<file path="src/rtl/irom_fetch_responder_pkg.sv">
// irom_fetch_responder_pkg: shared widths, the NOP encoding and the buffered response record.
package irom_fetch_responder_pkg;
   localparam int XLEN = 32;
   localparam logic [XLEN-1:0] INST_NOP = 32'h0000_0013;
   typedef struct packed {
      logic [XLEN-1:0] pc;
      logic [XLEN-1:0] inst;
      logic            err;
   } rsp_t;
endpackage

</file>
<file path="src/rtl/fetch_rsp_fifo.sv">
// fetch_rsp_fifo: small synchronous FIFO with flush; head is read combinationally.
module fetch_rsp_fifo #(
   parameter int WIDTH = 65,
   parameter int DEPTH = 2
) (
   input  logic                       clk,
   input  logic                       rst_n,
   input  logic                       push,
   input  logic                       pop,
   input  logic                       flush,
   input  logic [WIDTH-1:0]           din,
   output logic [WIDTH-1:0]           dout,
   output logic                       full,
   output logic                       empty,
   output logic [$clog2(DEPTH):0]     count
);
   localparam int PW = $clog2(DEPTH);
   localparam int CW = PW + 1;
   logic [WIDTH-1:0] mem [DEPTH];
   logic [PW-1:0]    wr_ptr;
   logic [PW-1:0]    rd_ptr;
   always_ff @(posedge clk or negedge rst_n) begin
      if (!rst_n) begin
         wr_ptr <= '0;
         rd_ptr <= '0;
         count  <= '0;
         for (int i = 0; i < DEPTH; i++) mem[i] <= '0;
      end else if (flush) begin
         wr_ptr <= '0;
         rd_ptr <= '0;
         count  <= '0;
      end else begin
         if (push) begin
            mem[wr_ptr] <= din;
            wr_ptr      <= wr_ptr + 1'b1;
         end
         if (pop) rd_ptr <= rd_ptr + 1'b1;
         count <= count + CW'(push) - CW'(pop);
      end
   end
   assign dout  = mem[rd_ptr];
   assign empty = (count == '0);
   assign full  = (count == CW'(DEPTH));
   assert property (@(posedge clk) disable iff (!rst_n) !(pop && empty));
endmodule

</file>
<file path="src/rtl/irom_fetch_responder.sv">
// irom_fetch_responder: fetch-side responder; one-cycle ROM read, buffered {pc, inst, err} responses.
module irom_fetch_responder
   import irom_fetch_responder_pkg::*;
#(
   parameter int          ADDR_W     = 14,
   parameter int          FIFO_DEPTH = 2,
   parameter logic [31:0] NOP_INST   = INST_NOP
) (
   input  logic              clk,
   input  logic              rst_n,
   input  logic              req_valid,
   output logic              req_ready,
   input  logic [XLEN-1:0]   req_addr,
   input  logic              flush,
   output logic [ADDR_W-1:0] rom_addr,
   input  logic [XLEN-1:0]   rom_rdata,
   output logic              rsp_valid,
   input  logic              rsp_ready,
   output logic [XLEN-1:0]   rsp_pc,
   output logic [XLEN-1:0]   rsp_inst,
   output logic              rsp_err
);
   localparam int CW = $clog2(FIFO_DEPTH) + 1;
   logic              req_fire;
   logic              inflight;
   logic              err_q;
   logic [XLEN-1:0]   pc_q;
   logic [ADDR_W-1:0] addr_q;
   logic              push;
   logic              pop;
   logic              full;
   logic              empty;
   logic [CW-1:0]     count;
   rsp_t              din;
   rsp_t              dout;
   // Credit uses the registered count so rsp_ready never reaches req_ready combinationally.
   assign req_ready = rst_n && !flush && ((count + CW'(inflight)) < CW'(FIFO_DEPTH));
   assign req_fire  = req_valid && req_ready;
   assign rom_addr  = req_fire ? req_addr[ADDR_W+1:2] : addr_q;
   always_ff @(posedge clk or negedge rst_n) begin
      if (!rst_n) begin
         inflight <= 1'b0;
         err_q    <= 1'b0;
         pc_q     <= '0;
         addr_q   <= '0;
      end else begin
         inflight <= req_fire;
         if (req_fire) begin
            pc_q   <= req_addr;
            err_q  <= |req_addr[1:0];
            addr_q <= req_addr[ADDR_W+1:2];
         end
      end
   end
   assign push = inflight && !flush;
   assign pop  = rsp_valid && rsp_ready;
   assign din  = '{pc: pc_q, inst: err_q ? NOP_INST : rom_rdata, err: err_q};
   fetch_rsp_fifo #(.WIDTH($bits(rsp_t)), .DEPTH(FIFO_DEPTH)) u_fifo (
      .clk   (clk),
      .rst_n (rst_n),
      .push  (push),
      .pop   (pop),
      .flush (flush),
      .din   (din),
      .dout  (dout),
      .full  (full),
      .empty (empty),
      .count (count)
   );
   assign rsp_valid = !empty;
   assign rsp_pc    = dout.pc;
   assign rsp_inst  = dout.inst;
   assign rsp_err   = dout.err;
   assert property (@(posedge clk) disable iff (!rst_n) !(push && full && !pop));
endmodule

</file>
<file path="config.mk">
export PLATFORM = sky130hd
export DESIGN_NAME = irom_fetch_responder
export DESIGN_NICKNAME = d
export VERILOG_FILES = /design/src/rtl/irom_fetch_responder_pkg.sv /design/src/rtl/fetch_rsp_fifo.sv /design/src/rtl/irom_fetch_responder.sv
export SDC_FILE = /design/constraint.sdc
export NUM_CORES = 1
export LEC_CHECK = 0
export ABC_CLOCK_PERIOD_IN_PS = 1650
export CORE_MARGIN = 10
export CORE_UTILIZATION = 35
export CTS_CLUSTER_DIAMETER = 60
export DETAILED_ROUTE_END_ITERATION = 8
export PLACE_DENSITY = 0.7
export SLEW_MARGIN = 25
export SYNTH_ARGS = -nofsm -noshare
export SYNTH_HDL_FRONTEND = slang
export SYNTH_HIERARCHICAL = 1
export SYNTH_SLANG_ARGS = --single-unit
</file>
<file path="constraint.sdc">
create_clock -name clk -period 1.65 [get_ports clk]
set_clock_uncertainty 0.15 [all_clocks]
set_input_delay 0.2475 -clock clk [delete_from_list [all_inputs] [get_ports clk]]
set_output_delay 0.2475 -clock clk [all_outputs]
set_load 0.05 [all_outputs]
</file>
==> Word level (Yosys, flattened, before mapping) <==
Index checks and enable logic that the tools add are counted.
{ "word_totals": {"output_inout_bits": 81, "elab_cells": 47, "reg_bits": 182, "input_bits": 69} }
{ "classes": {"n_addsub": 5, "order_cmp": 4, "mux": 13, "n_reduce_logical": 13, "bitwise": 3} }
{ "ops": {"columns": ["cell", "n"], "rows": [
  ["2-to-1 mux 65 bit", 4],
  ["bitwise mux 130 bit", 1],
  ["demux 65 bit (select 1 bit)", 1],
  ["2-to-1 mux 32 bit", 1],
  ["2-to-1 mux 14 bit", 1],
  ["logical AND 1 bit", 6],
  ["adder 2 x 1 -> 2 bit", 2],
  ["greater-or-equal comparator 2 bit, second input constant", 2],
  ["2-to-1 mux 1 bit", 4],
  ["NOT 1 -> 2 bit", 2],
  ["nonzero test 2 bit", 2],
  ["adder 1 bit, second input constant", 2],
  ["logical NOT 1 bit", 2],
  ["logical NOT 2 bit", 1],
  ["less-than comparator 2 x 1 -> 1 bit, second input constant", 1],
  ["less-than comparator 2 bit, second input constant", 1],
  ["2-to-1 mux 2 bit", 1],
  ["AND reduction 2 bit", 1],
  ["OR reduction 2 bit", 1],
  ["subtractor 2 x 1 -> 2 bit", 1],
  ["NOT 1 bit", 1]
]} }

==> Logic depth before layout (Yosys ltp) <==
{ "depth": {"depth_word": 6, "mapped_depth": 7, "mapped_depth_nobuf": 7} }

==> Modules after synthesis <==
Netlist, hierarchy kept.
{ "modules_own_cells": {"columns": ["module", "n_inst", "cells_each", "seq_area_each_um2", "area_per_inst_um2"], "rows": [
  ["fetch_rsp_fifo", 1, 365, 3353.2, 6033.3],
  ["irom_fetch_responder", 1, 146, 1201.2, 2127.0]
]} }

==> Worst setup path before layout <==
Ideal clock, no wire load.
{ "synth_path": {"path_type": "reg-to-output", "start": "register u_fifo.count[1]", "end": "output rom_addr[0]", "path_stages_with_launch": 6, "arrival_ns": 1.511, "slack_ns": -0.258, "cell_sequence": "dfrtp_1 -> and3_1 -> o2111ai_2 -> buf_6 -> buf_6 -> mux2_4"} }
{ "synth_between": {"elab_chain_len": 5} }
{ "synth_rtl": {"columns": ["item", "line", "text"], "rows": [
  ["start, declared", "fetch_rsp_fifo.sv:15", "output logic [$clog2(DEPTH):0] count"],
  ["start signal, assigned", "fetch_rsp_fifo.sv:38", "count <= count + CW'(push) - CW'(pop);"],
  ["adder 2 x 1 -> 2 bit", "irom_fetch_responder.sv:37", "assign req_ready = rst_n && !flush && ((count + CW'(inflight)) < CW'(FIFO_DEPTH));"],
  ["less-than comparator 2 bit", "irom_fetch_responder.sv:37", null],
  ["logical AND 1 bit", "irom_fetch_responder.sv:37", null],
  ["logical AND 1 bit", "irom_fetch_responder.sv:38", "assign req_fire = req_valid && req_ready;"],
  ["2-to-1 mux 14 bit", null, null],
  ["end, declared", "irom_fetch_responder.sv:15", "output logic [ADDR_W-1:0] rom_addr,"]
]} }
Every way passes these cells.

==> Final worst setup path <==
{ "layout_path": {"start": "register inflight", "end": "output rom_addr[0]"} }
{ "layout_between": {"elab_chain_len": 5} }
{ "layout_rtl": {"columns": ["item", "line", "text"], "rows": [
  ["start, declared", "irom_fetch_responder.sv:25", "logic inflight;"],
  ["start signal, assigned", "irom_fetch_responder.sv:47", "inflight <= req_fire;"],
  ["adder 2 x 1 -> 2 bit", "irom_fetch_responder.sv:37", null],
  ["less-than comparator 2 bit", "irom_fetch_responder.sv:37", null],
  ["logical AND 1 bit", "irom_fetch_responder.sv:37", null],
  ["logical AND 1 bit", "irom_fetch_responder.sv:38", null],
  ["2-to-1 mux 14 bit", null, null]
]} }
Every way passes these cells.

==> flow_summary_export.csv <==
group,metric,value,unit
route,antenna_left,0,
finish,fillers,1766,
clocking,numCtsBuffers,17,
finish,nets,818,
global_route,grt_usage,15.1,%
setup_path,arrival,2.04,ns
floorplan,initial_core_util,35.8,%
floorplan,chipHeight,173,um
yosys,synthCells,510,
floorplan,io_pins,150,
status,status,"complete, but fails checks",
power,leakage,6.21,nW
setup_path,r2r_cells,7,
sta,fmax,0.410,GHz
setup_path,r2r_setup_slack,-0.47,ns
power,p_per_area,1740,mW/mm2
global_route,grt_start_max_net_pins,104,
route,wl,22900,um
route,vias,5045,
finish,drive_above_1_share,60.5,%
status,violations,"negative setup slack",
finish,finish.utilization,56.2,%
yosys,postSynthAreaPerCell,16.0,um2
floorplan,std_cell_rows,55,
sta,period_minus_slack,2.44,ns
sta,post-route-period-util,148,%
global_route,grt_overflow,0,
sta,tightest_slew,0.782,ns
clocking,htreeDepth,4,
finish,syn_to_final_growth,56.9,%
placed_design,dp.cells,979,
setup_path,r2r_start,"inflight$_DFF_PN0_",
sta,drv_slew,0,
clocking,clkTransAtPathRegs,0.08,ns
route,dr.first_iter.drc_count,209,
clocking,cts_sinks,182,
global_route,grt_first_pass_wirelength,35600,um
placed_design,io_buffers,149,
placed_design,dpl.hpwl,12900,um
sta,timing.final.ws_setup,-0.788,ns
setup_path,timing.rr.end,"pc_q[24]$_DFFE_PN0P_",
setup_path,worstPathMaxFanout,6,
setup_path,worstPathRequired,1.25,ns
yosys,yosys_warnings,6,
yosys,syn_area,0.00815,mm2
sta,setup_violations,257,
global_route,first_global_vias,5918,
worst_hold_path,holdPathEnd,"addr_q[4]$_DFF_PN0_",
setup_path,cp-end-kind,"primary output",
floorplan,core,0.0228,mm2
sta,rsz0062_at_grt,"true",
finish,stdcell_count,1073,
route,vias_per_cell,4.70,
floorplan,dieArea,0.0298,mm2
clocking,cts_tree,"yes",
sta,relSlewSlack,47.8,%
finish,multi_input_area,0.00390,mm2
clocking,clock_path_buffers,2,
job,drv_cap,0,
route,drc,0,
worst_hold_path,whs_path_depth,4,
finish,register_area,0.00456,mm2
finish,antenna_cells,0,
worst_hold_path,hold_class,"input pin to register",
yosys,synth_fp_nets,581,
setup_path,path_class,"register to primary output",
power,ir_worst_vdd,1210,uV
setup_path,critPathLaunchType,"register",
global_route,grt_antenna_before_repair,0,
route,wl_per_cell,21.3,um
floorplan,die_x,173,um
worst_hold_path,min_from,"rst_n",
sta,hold_violations,0,
placed_design,gp_congestion,0.729,
route,dr.pass1.iters,4,
clocking,clk_latency,0.43,ns
clocking,cts_root_buf,"clkbuf_16",
## power by group
part           internal [mW]  total [mW]  switching (mW)
logic                   5.89        11.8            5.88
registers               5.63        6.39           0.762
clock network           2.15        4.08            1.93
total                   13.7        22.2            8.57
## state kept, by name, summed over array words and instances, names as in the netlist
register and count:
u_fifo/rd_ptr 1, u_fifo/mem 130, addr_q 14, inflight 1, pc_q 32, u_fifo/wr_ptr 1
err_q 1, u_fifo/count 2
## through the flow
| stage | setup TNS, ns | power (mW) | worst slack [ns] | instance area (um2) | hold slack [ns] |
|---|---|---|---|---|---|
| 6_report | -91.63 | 22.2 | -0.788 | 12800 | 0.247 |
| 5_1_grt | -108.08 | 23.2 | -0.866 | 12800 | 0.265 |
| 4_1_cts | -80.30 | 21.7 | -0.780 | 12500 | 0.263 |
| 3_5_place_dp | -94.35 | 15.1 | -0.606 | 10100 | 0.114 |
| 3_3_place_gp | -91.90 | 14.9 | -0.598 | 10100 | 0.101 |
| 2_1_floorplan | -4.13 | 12.3 | -0.229 | 8210 | -0.198 |
## placed cells by master (no fill, tap or decap), drive strengths merged, types with 2 or more instances in the layout
cell type      count
buf              175
clkbuf            18
clkdlybuf4s50     67
clkinv             7
dfrtp            182
dlygate4sd3        3
ha                 2
inv               13
mux2             241
nor2               5
nor2b             32
or2                3
xnor2              2
## repair_timing
action	4_1_cts	5_1_grt
pin swaps	5	5
buffers inserted	40	12
resized for setup	234	110
hold buffers	3	1
cloned	22	1
hold endpoints to repair	20	20
endpoints found under the setup margin	256	262
## critical path, stage by stage, from the launching register on
cell	delay (ns)
dfrtp_1	0.41
and3_4	0.21
o2111ai_4	0.24
buf_6	0.15
buf_12	0.13
mux2_4	0.32
buf_8	0.15
## metal layers
metal  up-vias  GRT usage, %  share of wire [%]
li1       2266             -                  -
met1      2642          18.4                 43
met2       116          26.2                 53
met3        21          3.96                3.7
met4         0          3.04                1.2
met5         -             0                  0
## worst max path at each step
stage / start / to / slack [ns] / depth (start not counted)
finish: inflight$_DFF_PN0_ / rom_addr[0] / -0.79 / 6
global route: inflight$_DFF_PN0_ / rom_addr[0] / -0.87 / 6
detailed placement: flush / rom_addr[0] / -0.61 / 6
global placement: flush / rom_addr[0] / -0.60 / 6
floorplan: u_fifo/count[1]$_DFF_PN0_ / rom_addr[0] / -0.23 / 5
CTS: inflight$_DFF_PN0_ / rom_addr[0] / -0.78 / 6
## area by class of cell
type / count / share of cell area (%)
Clock inverter: 15 / 1.28
Inverter: 6 / 0.176
Tap cell: 313 / 3.06
Sequential cell: 182 / 35.6
Timing Repair Buffer: 247 / 26.1
Multi-Input combinational cell: 293 / 30.5
Clock buffer: 17 / 3.32
Note: power is estimated with default switching activity, not from simulation.
